$ cat config.mk
export PLATFORM = sky130hd
export DESIGN_NAME = mrna_iso_valve_sequencer_flat
export DESIGN_NICKNAME = d
export VERILOG_FILES = /design/src/rtl/mrna_iso_valve_sequencer_if.sv /design/src/rtl/mrna_iso_valve_sequencer.sv /design/src/flat_wrapper.sv
export SDC_FILE = /design/constraint.sdc
export NUM_CORES = 1
export LEC_CHECK = 0
export ABC_AREA = 1
export BUFFER_PORTS_ARGS = -buffer_cell sky130_fd_sc_hd__buf_2
export CAP_MARGIN = 20
export CORE_AREA = 2 2 64 66
export DETAILED_ROUTE_END_ITERATION = 10
export DIE_AREA = 0 0 66 68
export PLACE_DENSITY_LB_ADDON = 0.1
export SLEW_MARGIN = 20
export SYNTH_ARGS = -nofsm -noshare
export SYNTH_HDL_FRONTEND = slang
export SYNTH_SLANG_ARGS = --single-unit
$ cat constraint.sdc
create_clock -name clk -period 3.1 [get_ports clk]
set_clock_uncertainty 0.2 [all_clocks]
set_input_delay 0.31 -clock clk [delete_from_list [all_inputs] [get_ports clk]]
set_output_delay 0.31 -clock clk [all_outputs]
set_load 0.01 [all_outputs]
$ cat src/rtl/mrna_iso_valve_sequencer_if.sv
// Run-control handshake between the host and the mRNA isolation valve sequencer.
// The pause line exists only when MRNAISO_SEQ_PAUSE_EN is defined.
interface mrna_iso_valve_sequencer_if;
  logic       start;
  logic       abort;
`ifdef MRNAISO_SEQ_PAUSE_EN
  logic       pause;
`endif
  logic       busy;
  logic       done;
  logic [2:0] phase;

  modport master (
    output start, abort,
`ifdef MRNAISO_SEQ_PAUSE_EN
    output pause,
`endif
    input  busy, done, phase
  );

  modport slave (
    input  start, abort,
`ifdef MRNAISO_SEQ_PAUSE_EN
    input  pause,
`endif
    output busy, done, phase
  );
endinterface

$ cat src/rtl/mrna_iso_valve_sequencer.sv
// Pneumatic valve/pump sequencer for one 3-lane mRNA isolation run (1 = pressurised = closed).
// Define MRNAISO_SEQ_PAUSE_EN to add the pause input that freezes a run in place.
module mrna_iso_valve_sequencer #(
  parameter int TW        = 16,
  parameter int T_LOAD    = 200,
  parameter int T_MIX     = 1000,
  parameter int T_WASH    = 400,
  parameter int T_COLLECT = 300,
  parameter int PUMP_DIV  = 10
) (
  input  logic clk,
  input  logic rst_n,
  mrna_iso_valve_sequencer_if.slave seq,
  output logic cells_in_ctl,
  output logic cells_out_ctl,
  output logic collect_ctl,
  output logic lysis_in_ctl,
  output logic lysis_waste_ctl,
  output logic beads_in_ctl,
  output logic bead_waste_ctl,
  output logic push_ctl,
  output logic sep_ctl,
  output logic sieve_ctl,
  output logic waste_ctl,
  output logic pump_1,
  output logic pump_2,
  output logic pump_3
);
  localparam int DW = (PUMP_DIV > 1) ? $clog2(PUMP_DIV) : 1;

  typedef enum logic [2:0] {IDLE, LOAD_CELLS, LYSE, MIX, BEADS, BIND, WASH, COLLECT} state_t;

  typedef struct packed {
    logic       cells_in, cells_out, collect, lysis_in, lysis_waste;
    logic       beads_in, bead_waste, push, sep, sieve, waste;
    logic [2:0] pump;
  } valve_t;

  // Pause closes everything except sep/sieve, which keep the beads where they are.
  localparam valve_t HOLD_MASK = '{1'b1, 1'b1, 1'b1, 1'b1, 1'b1, 1'b1, 1'b1, 1'b1,
                                   1'b0, 1'b0, 1'b1, 3'b111};

  state_t          state_q, state_d;
  logic [TW-1:0]   timer_q, timer_d, last;
  logic [DW-1:0]   div_q, div_d;
  logic [2:0]      step_q, step_d;
  valve_t          vlv_q, vlv_d;
  logic            busy_q, done_q, done_d, hold;

`ifdef MRNAISO_SEQ_PAUSE_EN
  assign hold = seq.pause && (state_q != IDLE);
`else
  assign hold = 1'b0;
`endif

  function automatic logic [2:0] pump_pat(input logic [2:0] s);
    case (s)
      3'd0:    return 3'b011;
      3'd1:    return 3'b001;
      3'd2:    return 3'b101;
      3'd3:    return 3'b100;
      3'd4:    return 3'b110;
      default: return 3'b010;
    endcase
  endfunction

  always_comb begin
    case (state_q)
      LOAD_CELLS, LYSE, BEADS: last = TW'(T_LOAD - 1);
      MIX, BIND:               last = TW'(T_MIX - 1);
      WASH:                    last = TW'(T_WASH - 1);
      COLLECT:                 last = TW'(T_COLLECT - 1);
      default:                 last = '0;
    endcase
  end

  always_comb begin
    state_d = state_q;
    timer_d = timer_q;
    div_d   = div_q;
    step_d  = step_q;
    done_d  = 1'b0;
    if (seq.abort) begin
      state_d = IDLE;
      timer_d = '0;
      div_d   = '0;
      step_d  = '0;
    end else if (state_q == IDLE) begin
      if (seq.start) state_d = LOAD_CELLS;
    end else if (!hold) begin
      if (timer_q == last) begin
        state_d = (state_q == COLLECT) ? IDLE : state_t'(state_q + 3'd1);
        done_d  = (state_q == COLLECT);
        timer_d = '0;
        div_d   = '0;
        step_d  = '0;
      end else begin
        timer_d = timer_q + 1'b1;
        if (div_q == DW'(PUMP_DIV - 1)) begin
          div_d  = '0;
          step_d = (step_q == 3'd5) ? 3'd0 : step_q + 3'd1;
        end else begin
          div_d = div_q + 1'b1;
        end
      end
    end
  end

  // Outputs are decoded from the next state so they switch on the same edge as the state.
  always_comb begin
    vlv_d = '1;
    if (state_d != IDLE) begin
      vlv_d.sep   = 1'b0;
      vlv_d.sieve = 1'b0;
      case (state_d)
        LOAD_CELLS: begin vlv_d.cells_in = 1'b0; vlv_d.cells_out   = 1'b0; end
        LYSE:       begin vlv_d.lysis_in = 1'b0; vlv_d.lysis_waste = 1'b0; end
        BEADS:      begin vlv_d.beads_in = 1'b0; vlv_d.bead_waste  = 1'b0; end
        WASH:       begin vlv_d.push = 1'b0; vlv_d.waste   = 1'b0; vlv_d.sep = 1'b1; vlv_d.sieve = 1'b1; end
        COLLECT:    begin vlv_d.push = 1'b0; vlv_d.collect = 1'b0; vlv_d.sep = 1'b1; vlv_d.sieve = 1'b1; end
        default: ;
      endcase
      if (state_d inside {LOAD_CELLS, LYSE, MIX, BEADS, BIND}) vlv_d.pump = pump_pat(step_d);
      if (hold) vlv_d = vlv_d | HOLD_MASK;
    end
  end

  always_ff @(posedge clk) begin
    if (!rst_n) begin
      state_q <= IDLE;
      timer_q <= '0;
      div_q   <= '0;
      step_q  <= '0;
      vlv_q   <= '1;
      busy_q  <= 1'b0;
      done_q  <= 1'b0;
    end else begin
      state_q <= state_d;
      timer_q <= timer_d;
      div_q   <= div_d;
      step_q  <= step_d;
      vlv_q   <= vlv_d;
      busy_q  <= (state_d != IDLE);
      done_q  <= done_d;
    end
  end

  assign seq.busy        = busy_q;
  assign seq.done        = done_q;
  assign seq.phase       = state_q;
  assign cells_in_ctl    = vlv_q.cells_in;
  assign cells_out_ctl   = vlv_q.cells_out;
  assign collect_ctl     = vlv_q.collect;
  assign lysis_in_ctl    = vlv_q.lysis_in;
  assign lysis_waste_ctl = vlv_q.lysis_waste;
  assign beads_in_ctl    = vlv_q.beads_in;
  assign bead_waste_ctl  = vlv_q.bead_waste;
  assign push_ctl        = vlv_q.push;
  assign sep_ctl         = vlv_q.sep;
  assign sieve_ctl       = vlv_q.sieve;
  assign waste_ctl       = vlv_q.waste;
  assign {pump_1, pump_2, pump_3} = vlv_q.pump;

  // An open inlet while the collect port is open would contaminate the eluate.
  always_ff @(posedge clk) begin
    if (rst_n) assert (collect_ctl || (cells_in_ctl && lysis_in_ctl && beads_in_ctl));
  end
endmodule

$ cat src/flat_wrapper.sv
// flat-port wrapper written by rule: the top's interface ports become plain ports
module mrna_iso_valve_sequencer_flat 
#(
  parameter int TW        = 16,
  parameter int T_LOAD    = 200,
  parameter int T_MIX     = 1000,
  parameter int T_WASH    = 400,
  parameter int T_COLLECT = 300,
  parameter int PUMP_DIV  = 10
)
  (clk, rst_n, cells_in_ctl, cells_out_ctl, collect_ctl, lysis_in_ctl, lysis_waste_ctl, beads_in_ctl, bead_waste_ctl, push_ctl, sep_ctl, sieve_ctl, waste_ctl, pump_1, pump_2, pump_3, seq_start, seq_abort, seq_busy, seq_done, seq_phase);
  mrna_iso_valve_sequencer_if seq_i ();
  input  logic clk;
  input  logic rst_n;
  output logic cells_in_ctl;
  output logic cells_out_ctl;
  output logic collect_ctl;
  output logic lysis_in_ctl;
  output logic lysis_waste_ctl;
  output logic beads_in_ctl;
  output logic bead_waste_ctl;
  output logic push_ctl;
  output logic sep_ctl;
  output logic sieve_ctl;
  output logic waste_ctl;
  output logic pump_1;
  output logic pump_2;
  output logic pump_3;
  input wire logic [$bits(seq_i.start)-1:0] seq_start;
  input wire logic [$bits(seq_i.abort)-1:0] seq_abort;
  output wire logic [$bits(seq_i.busy)-1:0] seq_busy;
  output wire logic [$bits(seq_i.done)-1:0] seq_done;
  output wire logic [$bits(seq_i.phase)-1:0] seq_phase;
  assign seq_i.start = seq_start;
  assign seq_i.abort = seq_abort;
  assign seq_busy = seq_i.busy;
  assign seq_done = seq_i.done;
  assign seq_phase = seq_i.phase;
  mrna_iso_valve_sequencer #(.TW(TW), .T_LOAD(T_LOAD), .T_MIX(T_MIX), .T_WASH(T_WASH), .T_COLLECT(T_COLLECT), .PUMP_DIV(PUMP_DIV)) u_core (.clk(clk), .rst_n(rst_n), .seq(seq_i), .cells_in_ctl(cells_in_ctl), .cells_out_ctl(cells_out_ctl), .collect_ctl(collect_ctl), .lysis_in_ctl(lysis_in_ctl), .lysis_waste_ctl(lysis_waste_ctl), .beads_in_ctl(beads_in_ctl), .bead_waste_ctl(bead_waste_ctl), .push_ctl(push_ctl), .sep_ctl(sep_ctl), .sieve_ctl(sieve_ctl), .waste_ctl(waste_ctl), .pump_1(pump_1), .pump_2(pump_2), .pump_3(pump_3));
endmodule
==> metrics.txt <==
status=completed; Post-Route WL=3770 um; pwr dens=510 mW/mm^2; 1st-pass router iterations=4; non-filler cells, final=350; gr ovfl total=0; Storage cell area=761 um^2; DRC=0; DP Cell Count=342; largest net degree at the start of global routing=16; DRT iter0 DRCs=81; Max IR drop VDD=0.294 mV; total global-route track usage=0.191; die height=68 um; ANT cells=0; element type at the critical path end=register; sequential area share after synthesis=0.359; first-pass GRT wire length=6460 um; Max Slew Vio Count=0; Post-synth EDFFs=0; Post-Place Cell Area=0.00225 mm^2; Worst-Skew Late Latency=0.29 ns; minimum clock period=2.48 ns; Clock Power Share=0.408; num ports=23; root buf cell=clkbuf_8; Rel. slew slack=0.665; ys async rst share=0; reported net switching power=0.325 mW; htree depth=2; final hold violations=0; final cycle utilization of the critical path=0.801; CP required=3.08 ns; Sink Count=38; setup TNS=0 ns; Area Growth Syn to Fin=12.8%; die width=66 um; vias in the first global route=1462; logic gate share of total power=0.173; DR vias/cell=4.85; routed length per placed instance=10.8 um; count of warnings emitted by yosys=0; CTS clk-pin slew, worst paths=0.08 ns; Post-Syn Area=0.00212 mm^2; Least-Margin Pin Slew=0.498 ns; CTS resizes=0; post-route cell area=0.00239 mm^2; post-CTS setup buffers=0; sequential power share=0.419; row count=23; via count=1699; post-synthesis cell type count=37; die area=0.00449 mm^2; HPWL Detailed=2940 um; layout cells sized above 1=0.230; CTS tree=yes; final setup fails=0; post-synthesis instance total=276; Leakage=1.01 nW; Synthesized Nets=288; hold crit path type=in -> reg; worst path arrival time=2.47 ns; FILL cells=372; RePlAce Congestion=0.818; nets=311; Most used DFF post-synth=dfxtp_1; Int Pwr=0.894 mW; clock buffer depth=2; synthesis-stage register bit count=38; switching share of power=0.266; RSZ-0062 raised after global routing=no; Synth Area per Inst=7.67 um^2; Num CTS Buffers=5; Starting Density=0.549; Max Cap Violations=0; CTS Hold Buffers Added=0; multi-input logic area=0.00114 mm^2; Max Freq=0.403 GHz; Core Region=0.00386 mm^2; Startpoint Class=register; port bufs=22; CP Class=reg -> reg; antenna-violating nets left=0; final core occ=0.619; initial antenna violation count=0; CP Max Fanout=8
-- synth_stat cells, types with 2 or more instances --
master    count  area (um^2)
nand2_2      10         62.6
a21oi_1       8         40.0
nand2_4       3         33.8
nor3b_1       4         30.0
nand2_1      47          176
nand3b_1      2         15.0
buf_2         2         10.0
nor3_1        5         25.0
o21ai_0       5         25.0
nand3_1      21          105
inv_2         4         15.0
buf_4         4         30.0
ha_1          8          100
dfxtp_1      38          761
nand3_2       7         70.1
nor2_8        2         40.0
xor2_1        7         61.3
o21ai_1       3         15.0
xnor2_1       2         17.5
nor2_1       35          131
nor2_2        3         18.8
nand3_4       3         52.6
inv_1        38          143
nand4_1       2         12.5
-- critical path, cell delays in order (launching register included) --
cell and delay, ns:
dfxtp_1 0.50, inv_1 0.11, ha_1 0.24, inv_1 0.09, nand3_1 0.09, nand2_2 0.15, nand3_1 0.08, nand2_1 0.07
nand2_1 0.12, nor2_8 0.17, nand2_4 0.08, nand2_1 0.07, nand3_2 0.09, nand2_2 0.13, inv_4 0.06, nand2_8 0.08
nand3_2 0.07
-- registers in the layout, indices dropped and copies added (netlist names), 3 cells and up --
| name | flops |
|---|---|
| u_core.timer_q | 16 |
| u_core.div_q | 4 |
| u_core.seq.phase | 3 |
| u_core.step_q | 3 |
-- path summary, 6_finish.rpt --
kind	startpoint	end	slack (ns)	cells past startpoint
setup / recovery	u_core.seq.phase[1]$_SDFF_PN0_	u_core.pump_2$_SDFF_PN1_	0.62	16
hold / removal	seq_abort	u_core.collect_ctl$_SDFF_PN1_	0.14	3
setup reg to reg	u_core.seq.phase[1]$_SDFF_PN0_	u_core.pump_2$_SDFF_PN1_	0.62	16
hold reg to reg	u_core.div_q[0]$_SDFFE_PP0N_	u_core.div_q[0]$_SDFFE_PP0N_	0.31	2
-- per-layer routing --
layer  vias to the layer above  share of wire  track usage
met2                        19           0.44        0.302
met4                         0          0.013       0.0765
met5                         -              0            0
li1                        915              -            -
met1                       761           0.51        0.254
met3                         4          0.030       0.0444
-- per-stage QoR --
stage          hold slack (ns)  setup WS [ns]  power (mW)
2_1_floorplan            0.262          0.803       0.695
3_3_place_gp             0.296          0.638       0.731
3_5_place_dp             0.302          0.619       0.733
4_1_cts                  0.124          0.625        1.23
5_1_grt                  0.138          0.334        1.27
6_report                 0.140          0.617        1.22
-- logic make-up after synthesis --
kind of cell	count (synthesis)	share of synthesized area
adders and majority gates	8	0.0473
and+or+nand+nor	149	0.393
DFF	38	0.359
AOI/OAI and AO/OA	21	0.0555
xor gates and xnor gates	10	0.0449
buffers and inverters	50	0.100
-- power by group through the flow --
stage          Sequential (mW)  Combinational (mW)  Clock [mW]
2_1_floorplan            0.527               0.168           0
3_3_place_gp             0.522               0.210           0
3_5_place_dp             0.522               0.211           0
4_1_cts                  0.511               0.212       0.511
5_1_grt                  0.513               0.233       0.525
6_report                 0.511               0.211       0.497
-- final cells by class --
type / count / area share
flip-flops and latches: 38 / 0.318
inverters: 44 / 0.0723
well taps: 50 / 0.0262
repair buffers: 22 / 0.0461
clock inverters: 3 / 0.0288
multi-input cells: 188 / 0.479
clock buffers: 5 / 0.0288
-- layout by cell type, fill, tap and decap left out, drive strengths merged, types with 2 or more instances in the layout --
cell and count:
a21oi 8, inv 43, nor3 7, nand2 61, ha 8, nor2 40, nand3 31, dfxtp 38
nand4 2, nor3b 4, xor2 7, o21ai 8, clkbuf 5, buf 22, clkinv 2, nand3b 2
xnor2 3, bufinv 2
Note: power is estimated with default switching activity, not from simulation.
